## src/rtl/regfile_pkg.sv

```systemverilog
// Shared constants for the register-file write arbiter: port widths and the
// request index used by the 2-way round-robin grant vector.
package regfile_pkg;

  localparam int ADDR_W   = 5;
  localparam int DATA_W   = 32;
  localparam int NUM_REGS = 2 ** ADDR_W;

  // Bit positions inside the req/gnt vectors of rr_arb2.
  localparam int REQ_MEM = 0;
  localparam int REQ_ALU = 1;

endpackage

```

## src/rtl/regfile_write_arbiter_rr_arb2.sv

```systemverilog
// Two-way round-robin arbiter: a lone request is granted, and on contention the
// requester that did not win the previous grant goes first.
module rr_arb2 (
  input  logic       clk,
  input  logic       rst,
  input  logic [1:0] req,
  output logic [1:0] gnt
);
  import regfile_pkg::REQ_MEM;
  import regfile_pkg::REQ_ALU;

  // 1 when the ALU side received the most recent grant; reset makes mem go first.
  logic last_alu_q;

  always_comb begin
    gnt = '0;
    unique case (req)
      2'b01:   gnt[REQ_MEM] = 1'b1;
      2'b10:   gnt[REQ_ALU] = 1'b1;
      2'b11: begin
        if (last_alu_q) gnt[REQ_MEM] = 1'b1;
        else            gnt[REQ_ALU] = 1'b1;
      end
      default: gnt = '0;
    endcase
  end

  always_ff @(posedge clk) begin
    if (rst) begin
      last_alu_q <= 1'b1;
    end else if (gnt[REQ_MEM]) begin
      last_alu_q <= 1'b0;
    end else if (gnt[REQ_ALU]) begin
      last_alu_q <= 1'b1;
    end
  end

endmodule

```

## src/rtl/regfile_write_arbiter.sv

```systemverilog
// Shares the register file write port between the ALU and load writeback paths
// and tracks a per-register pending-write scoreboard for the issue stage.
module regfile_write_arbiter #(
  parameter int DATA_W = regfile_pkg::DATA_W,
  parameter int ADDR_W = regfile_pkg::ADDR_W
) (
  input  logic                   clk,
  input  logic                   rst,
  input  logic                   alu_valid,
  input  logic [ADDR_W-1:0]      alu_addr,
  input  logic [DATA_W-1:0]      alu_data,
  output logic                   alu_ready,
  input  logic                   mem_valid,
  input  logic [ADDR_W-1:0]      mem_addr,
  input  logic [DATA_W-1:0]      mem_data,
  output logic                   mem_ready,
  input  logic                   claim_valid,
  input  logic [ADDR_W-1:0]      claim_addr,
  output logic [2**ADDR_W-1:0]   busy,
  output logic                   rf_we,
  output logic [ADDR_W-1:0]      rf_addr,
  output logic [DATA_W-1:0]      rf_wd
);
  import regfile_pkg::REQ_MEM;
  import regfile_pkg::REQ_ALU;

  localparam int NUM_REGS = 2 ** ADDR_W;

  // Handshake: a request transfers on a cycle where valid && ready. While
  // valid && !ready the requester must keep valid, addr and data unchanged.
  // ready is combinational from valid/addr and the arbiter pointer only.
  logic                alu_x0, mem_x0;
  logic [1:0]          req, gnt;
  logic                grant_any;
  logic [ADDR_W-1:0]   win_addr;
  logic [DATA_W-1:0]   win_data;
  logic [NUM_REGS-1:0] busy_next;

  // Writes to x0 are absorbed immediately and never compete for the port.
  assign alu_x0 = alu_valid && (alu_addr == '0);
  assign mem_x0 = mem_valid && (mem_addr == '0);

  assign req[REQ_ALU] = !rst && alu_valid && !alu_x0;
  assign req[REQ_MEM] = !rst && mem_valid && !mem_x0;

  rr_arb2 u_rr_arb2 (
    .clk (clk),
    .rst (rst),
    .req (req),
    .gnt (gnt)
  );

  assign alu_ready = !rst && (alu_x0 || gnt[REQ_ALU]);
  assign mem_ready = !rst && (mem_x0 || gnt[REQ_MEM]);

  assign grant_any = |gnt;
  assign win_addr  = gnt[REQ_ALU] ? alu_addr : mem_addr;
  assign win_data  = gnt[REQ_ALU] ? alu_data : mem_data;

  // A claim landing on the same edge as a clear marks a newer producer, so set wins.
  always_comb begin
    busy_next = busy;
    if (grant_any) busy_next[win_addr] = 1'b0;
    if (claim_valid && (claim_addr != '0)) busy_next[claim_addr] = 1'b1;
    busy_next[0] = 1'b0;
  end

  always_ff @(posedge clk) begin
    if (rst) begin
      rf_we   <= 1'b0;
      rf_addr <= '0;
      rf_wd   <= '0;
      busy    <= '0;
    end else begin
      rf_we <= grant_any;
      if (grant_any) begin
        rf_addr <= win_addr;
        rf_wd   <= win_data;
      end
      busy <= busy_next;
    end
  end

  alu_hold_a : assert property (@(posedge clk) disable iff (rst)
    (alu_valid && !alu_ready) |=> (alu_valid && $stable(alu_addr) && $stable(alu_data)));

  mem_hold_a : assert property (@(posedge clk) disable iff (rst)
    (mem_valid && !mem_ready) |=> (mem_valid && $stable(mem_addr) && $stable(mem_data)));

endmodule

```

## config.mk

```make
export PLATFORM = sky130hd
export DESIGN_NAME = regfile_write_arbiter
export DESIGN_NICKNAME = d
export VERILOG_FILES = /design/src/rtl/regfile_pkg.sv /design/src/rtl/regfile_write_arbiter_rr_arb2.sv /design/src/rtl/regfile_write_arbiter.sv
export SDC_FILE = /design/constraint.sdc
export NUM_CORES = 1
export LEC_CHECK = 0
export BUFFER_PORTS_ARGS = -buffer_cell sky130_fd_sc_hd__buf_2
export CORE_MARGIN = 10
export CORE_UTILIZATION = 25
export CTS_BUF_LIST = sky130_fd_sc_hd__clkbuf_4
export CTS_CLUSTER_DIAMETER = 30
export CTS_CLUSTER_SIZE = 28
export DETAILED_ROUTE_END_ITERATION = 10
export PLACE_DENSITY_LB_ADDON = 0.1
export SLEW_MARGIN = 20
export SYNTH_ARGS = -nofsm -noshare
export SYNTH_HDL_FRONTEND = slang
export SYNTH_SLANG_ARGS = --single-unit
```

## constraint.sdc

```tcl
create_clock -name clk -period 3.8 [get_ports clk]
set_input_delay 0.76 -clock clk [delete_from_list [all_inputs] [get_ports clk]]
set_output_delay 0.76 -clock clk [all_outputs]
set_load 0.05 [all_outputs]
```

== Yosys cells after proc, flatten, opt, wreduce, memory -nomap -nowiden ==
Index checks and enable logic that the tools add are counted.
Word-level totals
  bits in registers: 71
  input port bits: 84
  output and inout bits: 72
  word-level logic and storage cells: 51
Cells by class
  $lt $le $gt $ge: 4
  equal/unequal tests: 3
  mux-type cells: 14
  bitwise logic cells: 3
  reductions and logical operators: 21
Operators with widths (number)
  $mux W32: 3
  $and A32 B32 Y32: 1
  $not A32 Y32: 1
  $or A32 B32 Y32: 1
  $lt A5 B6 Y1 const B: 2
  $logic_and A1 B1 Y1: 11
  $demux W1 S5: 2
  $ge A5 B1 Y1 const B: 2
  $logic_not A5 Y1: 2
  $mux W1: 6
  $mux W5: 1
  $reduce_bool A5 Y1: 1
  $eq A2 B2 Y1 const B: 2
  $pmux W1 S2: 2
  $logic_not A1 Y1: 3
  $eq A2 B1 Y1 const B: 1
  $logic_or A1 B1 Y1: 2
  $reduce_bool A2 Y1: 1
  $reduce_or A2 Y1: 1

== Longest topological paths before layout ==
Gate-level depths: netlist of the first run.
  depth in word-level cells: 16
  mapped depth: 8
  depth with buffers taken out: 5

== By module ==
From an unflattened synthesis of the first run, not the netlist that was laid out.
Unflattened totals
  cell total of the unflattened synthesis: 386
  area total of the unflattened synthesis: 3644.7 um^2
Modules (own cells, without submodules)
  regfile_write_arbiter: times used 1, cells each 380, area each 3590.9 um^2, seq. area each 1381.3 um^2
  rr_arb2: times used 1, cells each 6, area each 53.8 um^2, seq. area each 20.0 um^2

== Worst setup path after synthesis of the first run ==
No wires, ideal clock.
  path kind: input to output
  start point: in alu_addr[2]
  end point: out mem_ready
  data arrival time: 2.351 ns
  data required time: 3.040 ns
  path slack: 0.689 ns
  cell stages on the path: 6
  buffers on the path: 1
  cells stage by stage: buf_2 nor3_1 a21oi_1 nor3_1 a31oi_1 nor2_1
On the way
  word-level cells in the longest chain between the ends: 8
  elaborated cells between the ends (all ways): 9
  classes of those cells: eq/ne (2); mux (1); reduce/logical (6)
Ends and longest elaborated chain
  from (decl): line regfile_write_arbiter.sv:10  | input logic [ADDR_W-1:0] alu_addr,
  $logic_not A5 Y1 *: line regfile_write_arbiter.sv:40  | assign alu_x0 = alu_valid && (alu_addr == '0);
  $logic_and A1 B1 Y1 *: line regfile_write_arbiter.sv:40
  $logic_not A1 Y1 *: line regfile_write_arbiter.sv:43  | assign req[REQ_ALU] = !rst && alu_valid && !alu_x0;
  $logic_and A1 B1 Y1 *: line regfile_write_arbiter.sv:43
  $eq A2 B2 Y1 or $eq A2 B1 Y1 (tied branches): line regfile_write_arbiter_rr_arb2.sv:17  | unique case (req)
  $pmux W1 S2 *: line regfile_write_arbiter_rr_arb2.sv:17
  $logic_or A1 B1 Y1 *: line regfile_write_arbiter.sv:54  | assign mem_ready = !rst && (mem_x0 || gnt[REQ_MEM]);
  $logic_and A1 B1 Y1 *: line regfile_write_arbiter.sv:54
  to (decl): line regfile_write_arbiter.sv:16  | output logic mem_ready,
Mark *: on every way between the ends. The rest lies on a longest branch, timed or not.

== Worst setup path in the final report of the first run ==
  start point: in mem_addr[2]
  end point: out mem_ready
On the way
  word-level cells in the longest chain between the ends: 8
  elaborated cells between the ends (all ways): 9
  classes of those cells: eq/ne (2); mux (1); reduce/logical (6)
Ends and longest elaborated chain
  from (decl): line regfile_write_arbiter.sv:14  | input logic [ADDR_W-1:0] mem_addr,
  $logic_not A5 Y1 *: line regfile_write_arbiter.sv:41  | assign mem_x0 = mem_valid && (mem_addr == '0);
  $logic_and A1 B1 Y1 *: line regfile_write_arbiter.sv:41
  $logic_not A1 Y1: line regfile_write_arbiter.sv:44  | assign req[REQ_MEM] = !rst && mem_valid && !mem_x0;
  $logic_and A1 B1 Y1: line regfile_write_arbiter.sv:44
  $eq A2 B2 Y1 or $eq A2 B1 Y1 (tied branches): line regfile_write_arbiter_rr_arb2.sv:17
  $pmux W1 S2: line regfile_write_arbiter_rr_arb2.sv:17
  $logic_or A1 B1 Y1 *: line regfile_write_arbiter.sv:54
  $logic_and A1 B1 Y1 *: line regfile_write_arbiter.sv:54
Marks and branches as above.

==> flow_metrics.env, run 1 <==
export IMPL_avgSynthCellArea_um2=7.85
export IMPL_grt_pass1_wl_um=18300
export IMPL_end_kind="primary output"
export IMPL_numPortBuffers=154
export IMPL_vdd_drop_max_v=0.000137
export IMPL_fin_setup_tns_ns=0
export IMPL_synth_compound_area_frac=0.220
export IMPL_clk_latency_ns=0.45
export IMPL_routed_wirelength_um=11600
export IMPL_fin_skew_ns=0.0223
export IMPL_synth_seq_cells=70
export IMPL_grt_pass1_vias=3341
export IMPL_synth_mux_area_frac=0.0447
export IMPL_rows=41
export IMPL_drt_wirelength_per_cell_um=15.9
export IMPL_drive_above_1_share=0.336
export IMPL_ctsLongestPathBuffers=2
export IMPL_synthAdderAreaFrac=0
export IMPL_fin_crit_sh=0.769
export IMPL_pin_count=156
export IMPL_crit_fanout=10
export IMPL_track_usage=0.129
export IMPL_synth_top_family_by_area="simple AND/OR/NAND/NOR gates"
export IMPL_cp_required_ns=3.04
export IMPL_synth_nets=494
export IMPL_drc=0
export IMPL_post_cts_setup_buffers=0
export IMPL_fmax_mhz=342
export IMPL_die_x_um=133
export IMPL_holdPathStages=3
export IMPL_cp_start_kind="primary input"
export IMPL_numCtsBuffers=9
export IMPL_core_area_um2=12600
export IMPL_start_util=0.255
export IMPL_drv_cap=0
export IMPL_p_int_w=0.00122
export IMPL_die_h_um=133
export IMPL_hpwlAfterDp_um=8760
export IMPL_p_switching_w=0.000594
export IMPL_nNetsFinal=638
export IMPL_synthXorXnorAreaFrac=0
export IMPL_leakage_nw=2.06
export IMPL_synth_cells=410
export IMPL_diodes=0
export IMPL_overflow=0
export IMPL_drtAntennaViolNets=0
export IMPL_r2r_slack_ns=1.83
export IMPL_switching_share=0.327
export IMPL_drtIter0Drc=176
export IMPL_outcome="completed"
export IMPL_rsz0062_at_grt="false"
export IMPL_clk_pin_slew_ns=0.14
export IMPL_cts_sinks=70
export IMPL_synth_seq_area_share=0.436
export IMPL_postCtsResizedCells=0
export IMPL_drv_slew=0
export IMPL_finalCriticalPeriod_ns=2.92
export IMPL_utilization=0.340
export IMPL_synth_area_um2=3220
export IMPL_area_growth_pct=33.5
export IMPL_final_hold_viol_count=0
export IMPL_yosys_area_share_simple=0.248
export IMPL_clkPwrFrac=0.346
export IMPL_cts_root_buf="clkbuf_4"
export IMPL_holdBufCountCts=0
export IMPL_r2r_cells=6
export IMPL_power_frac_seq=0.436
export IMPL_gp_congestion=0.780
export IMPL_fillers=1411
export IMPL_h_tree_depth=3
export IMPL_antenna_found_initial=0
export IMPL_setup_viol=0
export IMPL_hp_class="primary input to register"
export IMPL_num_vias=3371
export IMPL_powerDensity_nw_per_um2=423
export IMPL_power_frac_comb=0.218
export IMPL_vias_per_cell=4.61
export IMPL_crit_type="primary input to primary output"
export IMPL_cts_tree="built"
export IMPL_synth_cell_type_count=37
export IMPL_synth_warnings=0
export IMPL_dr_pass1_iters=4
export IMPL_layout_commonest_cell="buf_2"
export IMPL_dieArea_um2=17800
export IMPL_crit_arrival_ns=2.16
export IMPL_grt_max_degree=35
export IMPL_final_cell_mix="154 x buf_2, 76 x nand2_1, 73 x nor2_1, 70 x dfxtp_1"
==> sequential cells by signal, summed over array words and instances, names as in the netlist <==
register              count
busy                     31
rf_addr                   5
rf_wd                    32
rf_we                     1
u_rr_arb2.last_alu_q      1
==> synthesized netlist by cell type (all sizes together) <==
cell type	count	area, um2
a21oi	33	165
dfxtp	70	1400
or2	2	12.5
nor3b	5	37.5
a21boi	3	22.5
inv	3	11.3
conb	1	3.75
mux2i	11	114
nand3	6	30.0
a31oi	2	18.8
clkbuf	7	26.3
nor2	73	274
a31o	1	8.76
o32a	3	30.0
a22oi	33	248
nand3b	6	45.0
o21ai	32	160
nor2b	3	18.8
nand4	1	6.26
a211oi	5	37.5
mux2	2	30.0
or3	2	17.5
nand2b	3	18.8
nor3	6	51.3
o22a	1	8.76
o21a	1	7.51
buf	19	126
nand2	76	285
==> layout make-up <==
cell class | count | area, um2 | area share
clock buffers | 9 | 67.6 | 0.0157
clock inverters | 7 | 123 | 0.0286
well taps | 172 | 215 | 0.0501
inverters | 3 | 11.3 | 0.00262
flip-flops and latches | 70 | 1400 | 0.326
multi-input cells | 311 | 1670 | 0.388
repair buffers | 159 | 808 | 0.188
==> per-layer routing <==
layer / global-route usage / share of wire / up-vias / routed length (um)
met1: 0.157 / 0.45 / 1519 / 5220
met5: 0 / 0 / - / 0
li1: - / - / 1706 / -
met3: 0.0477 / 0.081 / 12 / 939
met4: 0.0435 / 0.012 / 0 / 139
met2: 0.204 / 0.46 / 134 / 5310
==> logic make-up after synthesis <==
| kind of cell | after synthesis |
|---|---|
| compound gates | 114 |
| simple gates | 183 |
| flops | 70 |
| other cells | 1 |
| buf+inv | 29 |
| mux | 13 |
==> through the flow <==
| step | total power [W] | cell area [um2] | hold WS, ns | std cells | worst slack [ns] |
|---|---|---|---|---|---|
| finish | 0.00181 | 4290 | 0.482 | 731 | 0.877 |
| global placement | 0.00121 | 4100 | 0.454 | 715 | 0.897 |
| floorplan | 0.00108 | 3220 | 0.447 | 410 | 0.689 |
| CTS | 0.00185 | 4290 | 0.439 | 731 | 0.865 |
| global route | 0.00191 | 4290 | 0.448 | 731 | 0.712 |
| detailed placement | 0.00121 | 4100 | 0.460 | 715 | 0.871 |
==> power groups by stage <==
stage	logic, W	registers [W]	clock network, W
6_report	0.000396	0.000791	0.000628
5_1_grt	0.000429	0.000797	0.000686
4_1_cts	0.000401	0.000791	0.000657
3_5_place_dp	0.000400	0.000808	0
3_3_place_gp	0.000398	0.000807	0
2_1_floorplan	0.000140	0.000943	0
==> path summary, 6_finish.rpt <==
check / startpoint / end
setup / recovery: mem_addr[2] / mem_ready
hold / removal: mem_data[21] / rf_wd[21]$_SDFFE_PP0N_
setup reg to reg: u_rr_arb2.last_alu_q$_SDFFE_PP1N_ / busy[16]$_SDFF_PP0_
hold reg to reg: rf_wd[11]$_SDFFE_PP0N_ / rf_wd[11]$_SDFFE_PP0N_
==> critical path, cell delays in order <==
cell and delay (ns):
buf_2 0.16, or3_1 0.41, o21ai_0 0.28, nor3_2 0.10, a31oi_1 0.17, nor2_1 0.06, buf_2 0.22
Note: power is estimated with default switching activity, not from simulation.
==> run 2: changes to the inputs <==
==> constraint.sdc (replaced) <==
create_clock -name clk -period 2.8 [get_ports clk]
set_input_delay 0.56 -clock clk [delete_from_list [all_inputs] [get_ports clk]]
set_output_delay 0.56 -clock clk [all_outputs]
set_load 0.05 [all_outputs]
==> run 2 against run 1 <==
Net effect:
- first-iteration DRC count is 19% lower
- utilization fell by 0.079 points
- clock skew shrank 0.015 ns
- combinational power up 37%
- sequential power rose by 35%
- global-route usage shrank 0.053 points
- critical path type unchanged
- setup slack worse by 0.60 ns
- critical endpoint unchanged
- design area down 0.23%
- die area stayed put
- critical path depth did not move
==> flow_metrics.env, run 2 (synthesis gave the netlist of run 1 again) <==
export IMPL_crit_arrival_ns=1.96
export IMPL_dieArea_um2=17800
export IMPL_clk_latency_ns=0.44
export IMPL_crit_fanout=10
export IMPL_area_growth_pct=33.2
export IMPL_cts_sinks=70
export IMPL_powerDensity_nw_per_um2=548
export IMPL_hp_class="primary input to register"
export IMPL_vdd_drop_max_v=0.000170
export IMPL_hp_start="mem_data[24]"
export IMPL_clk_pin_slew_ns=0.11
export IMPL_dpl_cell_area_um2=4130
export IMPL_core_area_um2=12600
export IMPL_grt_max_degree=34
export IMPL_ctsLongestPathBuffers=2
export IMPL_fmax_mhz=397
export IMPL_drive_above_1_share=0.334
export IMPL_fin_crit_sh=0.900
export IMPL_crit_type="primary input to primary output"
export IMPL_dr_pass1_iters=5
export IMPL_r2r_cells=7
export IMPL_final_cell_mix="153 x buf_2, 76 x nand2_1, 73 x nor2_1, 70 x dfxtp_1"
export IMPL_antenna_found_initial=0
export IMPL_postCtsResizedCells=0
export IMPL_drtIter0Drc=142
export IMPL_start_util=0.255
export IMPL_hold_end="rf_wd[24]$_SDFFE_PP0N_"
export IMPL_rsz0062_at_grt="false"
export IMPL_setup_viol=0
export IMPL_drt_wirelength_per_cell_um=15.8
export IMPL_holdBufCountCts=0
export IMPL_num_vias=3404
export IMPL_numPortBuffers=154
export IMPL_die_x_um=133
export IMPL_drtAntennaViolNets=0
export IMPL_fin_skew_ns=0.00744
export IMPL_grt_pass1_wl_um=18300
export IMPL_rr_startpoint="u_rr_arb2.last_alu_q$_SDFFE_PP1N_"
export IMPL_cp_required_ns=2.24
export IMPL_finalPower_w=0.00235
export IMPL_largest_reg_flops=32
export IMPL_routed_wirelength_um=11600
export IMPL_rows=41
export IMPL_cts_root_buf="clkbuf_4"
export IMPL_drc=0
export IMPL_r2r_slack_ns=0.92
export IMPL_overflow=0
export IMPL_leakage_nw=2.06
export IMPL_drv_cap=0
export IMPL_fin_setup_tns_ns=0
export IMPL_vias_per_cell=4.65
export IMPL_diodes=0
export IMPL_final_hold_viol_count=0
export IMPL_r2r_end="rf_addr[1]$_SDFFE_PP0N_"
export IMPL_finalCriticalPeriod_ns=2.52
export IMPL_cp_start_kind="primary input"
export IMPL_outcome="completed"
export IMPL_hpwlAfterDp_um=8750
export IMPL_hold_ws_ns=0.297
export IMPL_layout_commonest_cell="buf_2"
export IMPL_track_usage=0.128
export IMPL_holdPathStages=3
export IMPL_nNetsFinal=640
export IMPL_regMostFlops="rf_wd"
export IMPL_pin_count=156
export IMPL_drv_slew=0
export IMPL_grt_pass1_vias=3382
export IMPL_h_tree_depth=3
export IMPL_top_regs="rf_wd x32, busy x31, rf_addr x5"
export IMPL_gp_congestion=0.767
export IMPL_die_h_um=133
export IMPL_cts_tree="built"
export IMPL_numCtsBuffers=9
export IMPL_end_kind="primary output"
export IMPL_fillers=1379
export IMPL_utilization=0.339
export IMPL_post_cts_setup_buffers=0
export IMPL_final_area_um2=4280
==> run 2: report_power, final <==
group	switching (W)	total, W	internal [W]
Combinational	0.000385	0.000543	0.000158
Sequential	0.0000236	0.00107	0.00105
Clock	0.000368	0.000729	0.000362
Total	0.000777	0.00235	0.00157
==> run 2: final cells by class <==
type	instances	area, um2	area share
clock buffers	10	75.1	0.0175
clock inverters	5	75.1	0.0175
inverters	3	11.3	0.00263
multi-input cells	311	1670	0.389
flip-flops and latches	70	1400	0.327
well taps	172	215	0.0502
repair buffers	161	838	0.196
==> run 2: per-stage QoR <==
step                      cells  setup slack (ns)
after global placement      717             0.309
final                       732             0.280
after floorplan             410            0.0891
after CTS                   732             0.295
after detailed placement    717             0.293
after global routing        732             0.229
==> run 2: how the worst max path moves through the flow <==
| stage | startpoint | endpoint | slack [ns] | cells after the start |
|---|---|---|---|---|
| after floorplan | alu_addr[2] | mem_ready | 0.09 | 6 |
| after global placement | mem_addr[2] | mem_ready | 0.31 | 7 |
| after detailed placement | mem_addr[2] | mem_ready | 0.29 | 7 |
| after CTS | mem_addr[2] | mem_ready | 0.30 | 7 |
| after global routing | mem_addr[2] | mem_ready | 0.23 | 7 |
| final | mem_addr[2] | mem_ready | 0.28 | 7 |
==> run 2: critical path, cell delays in order <==
cell and delay, ns:
buf_2 0.16, or3_1 0.42, o21ai_0 0.30, nor3_2 0.09, a31oi_1 0.15, nor2_1 0.05
buf_2 0.22
==> run 2: routing by layer <==
metal	wire length (um)	global-route usage
met4	235	0.0532
met3	1040	0.0515
met5	0	0
met1	5110	0.151
met2	5190	0.202
==> run 3: changes to the inputs <==
--- a/config.mk
+++ b/config.mk
@@ -5,6 +5,7 @@
 export SDC_FILE = /design/constraint.sdc
 export NUM_CORES = 1
 export LEC_CHECK = 0
+export ABC_AREA = 1
 export BUFFER_PORTS_ARGS = -buffer_cell sky130_fd_sc_hd__buf_2
 export CORE_MARGIN = 10
 export CORE_UTILIZATION = 25
==> run 3 against run 2 <==
Net effect:
- setup slack improved by 0.095 ns
- cell count increased by 8.3%
- sequential power about the same
- largest power group unchanged
==> flow_metrics.env, run 3 <==
export IMPL_core_area_um2=13200
export IMPL_synth_nets=549
export IMPL_numCtsBuffers=9
export IMPL_clk_latency_ns=0.44
export IMPL_slew_headroom=0.456
export IMPL_cts_tree="built"
export IMPL_regMostFlops="rf_wd"
export IMPL_vdd_drop_max_v=0.000232
export IMPL_overflow=0
export IMPL_fin_crit_sh=0.866
export IMPL_grt_max_degree=48
export IMPL_r2r_cells=10
export IMPL_crit_fanout=47
export IMPL_holdBufCountCts=0
export IMPL_outcome="completed"
export IMPL_yosys_area_share_simple=0.436
export IMPL_final_cells=793
export IMPL_grt_pass1_vias=3719
export IMPL_synth_compound_area_frac=0.0746
export IMPL_multi_input_area_um2=1730
export IMPL_cp_required_ns=2.24
export IMPL_track_usage=0.139
export IMPL_dieArea_um2=18500
export IMPL_synth_cell_type_count=28
export IMPL_antenna_found_initial=0
export IMPL_slowest_delay_ns=0.26
export IMPL_vias_per_cell=4.64
export IMPL_drt_wirelength_per_cell_um=16.3
export IMPL_regArea_um2=1400
export IMPL_synth_mux_area_frac=0
export IMPL_fin_setup_tns_ns=0
export IMPL_utilization=0.337
export IMPL_pin_count=156
export IMPL_synth_top_family_by_area="simple AND/OR/NAND/NOR gates"
export IMPL_setup_viol=0
export IMPL_top_regs="rf_wd x32, busy x31, rf_addr x5"
export IMPL_final_cell_mix="158 x nand2_1, 154 x buf_2, 72 x nand3_1, 70 x dfxtp_1, 32 x nand4_1"
export IMPL_grt_pass1_wl_um=20100
export IMPL_slowest_stage="buf_2"
export IMPL_worst_path_buf_inv=3
export IMPL_die_x_um=136
export IMPL_synth_flop_cell="dfxtp_1"
export IMPL_path_cells="buf_2, nor2_1, nand3_4, nand3_4, nand2_4, buf_12, nand2_1, buf_2"
export IMPL_synthAdderAreaFrac=0
export IMPL_crit_family="simple AND/OR/NAND/NOR gates"
export IMPL_clk_pin_slew_ns=0.13
export IMPL_die_h_um=136
export IMPL_end_kind="primary output"
export IMPL_nNetsFinal=696
export IMPL_hp_class="primary input to register"
export IMPL_h_tree_depth=3
export IMPL_rr_startpoint="u_rr_arb2.last_alu_q$_SDFFE_PP1N_"
export IMPL_crit_type="primary input to primary output"
export IMPL_synth_area_um2=3370
export IMPL_synth_seq_area_share=0.416
export IMPL_layout_commonest_cell="nand2_1"
export IMPL_largest_reg_flops=32
export IMPL_postCtsResizedCells=0
export IMPL_r2r_end="busy[17]$_SDFF_PP0_"
export IMPL_area_growth_pct=32.5
export IMPL_cp_num_cells=8
export IMPL_dpl_cell_area_um2=4310
export IMPL_drive_above_1_share=0.345
export IMPL_start_util=0.255
export IMPL_num_vias=3677
export IMPL_place_inst=777
export IMPL_fin_skew_ns=0.0189
export IMPL_powerDensity_nw_per_um2=560
export IMPL_drv_cap=0
export IMPL_rows=42
export IMPL_synth_top_area_cell="dfxtp_1"
export IMPL_synth_seq_cells=70
export IMPL_gp_congestion=0.745
export IMPL_avgSynthCellArea_um2=7.25
export IMPL_startpoint="mem_addr[2]"
export IMPL_diodes=0
export IMPL_tightest_slew_ns=0.808
export IMPL_fmax_mhz=412
export IMPL_post_cts_setup_buffers=0
export IMPL_routed_wirelength_um=12900
export IMPL_fillers=1503
export IMPL_dr_pass1_iters=4
export IMPL_synth_edff_count=0
export IMPL_async_flop_share=0
export IMPL_ctsLongestPathBuffers=2
export IMPL_finalCriticalPeriod_ns=2.42
export IMPL_leakage_nw=2.11
export IMPL_synth_area_leaders="dfxtp_1 42%, nand2_1 18%, nand3_1 11%"
export IMPL_holdPathStages=3
export IMPL_final_area_um2=4470
export IMPL_synth_cells=465
export IMPL_synthMostInstantiatedCell="nand2_1"
export IMPL_critPathCapture="alu_ready"
export IMPL_drv_slew=0
export IMPL_synth_common_cells="158 x nand2_1, 72 x nand3_1, 70 x dfxtp_1"
export IMPL_final_hold_viol_count=0
export IMPL_cp_start_kind="primary input"
export IMPL_drtAntennaViolNets=0
export IMPL_r2r_slack_ns=1.09
export IMPL_hpwlAfterDp_um=9640
export IMPL_synth_top_area_share=0.416
export IMPL_cts_sinks=70
export IMPL_crit_arrival_ns=1.86
export IMPL_cts_root_buf="clkbuf_4"
export IMPL_synthXorXnorAreaFrac=0
export IMPL_rsz0062_at_grt="false"
export IMPL_drc=0
export IMPL_numPortBuffers=154
export IMPL_synth_warnings=0
export IMPL_drtIter0Drc=176
-- run 3: worst min path at each step --
stage	start	end	slack (ns)
finish	alu_data[25]	rf_wd[25]$_SDFFE_PP0N_	0.32
global route	alu_data[27]	rf_wd[27]$_SDFFE_PP0N_	0.27
CTS	alu_data[27]	rf_wd[27]$_SDFFE_PP0N_	0.27
detailed placement	busy[28]$_SDFF_PP0_	busy[28]$_SDFF_PP0_	0.45
global placement	busy[11]$_SDFF_PP0_	busy[11]$_SDFF_PP0_	0.45
floorplan	u_rr_arb2.last_alu_q$_SDFFE_PP1N_	u_rr_arb2.last_alu_q$_SDFFE_PP1N_	0.49
-- run 3: stage by stage --
stage / hold slack [ns] / setup WS, ns / total power, W
floorplan: 0.495 / 0.244 / 0.00155
global placement: 0.446 / 0.340 / 0.00175
detailed placement: 0.452 / 0.357 / 0.00176
CTS: 0.274 / 0.352 / 0.00255
global route: 0.271 / 0.239 / 0.00263
finish: 0.322 / 0.375 / 0.00250
-- run 3: power by group --
group / switching [W] / internal (W)
Clock: 0.000404 / 0.000371
Sequential: 0.0000332 / 0.00106
Combinational: 0.000468 / 0.000167
-- run 3: logic make-up (layout without fill, tap and decap cells) --
kind of cell	after synthesis	count (layout)
compound gates	40	40
buf+inv	52	204
flops	70	70
other cells	1	1
simple gates	302	302
-- run 3: routing by layer --
metal | vias up | track usage | wire length, um
met2 | 116 | 0.222 | 6010
met4 | 0 | 0.0562 | 259
met5 | - | 0 | 0
met1 | 1689 | 0.163 | 5480
met3 | 18 | 0.0542 | 1160
li1 | 1854 | - | -
-- run 3: final cells by class --
cell class / count / share of cell area
Timing Repair Buffer: 163 / 0.193
Sequential cell: 70 / 0.314
Multi-Input combinational cell: 343 / 0.386
Clock buffer: 10 / 0.0168
Clock inverter: 6 / 0.0193
Tap cell: 176 / 0.0493
Inverter: 25 / 0.0213
-- run 3: worst min-delay path, stage by stage --
cell,delay [ns]
buf_2,0.07
nand2_1,0.04
nand3_1,0.07
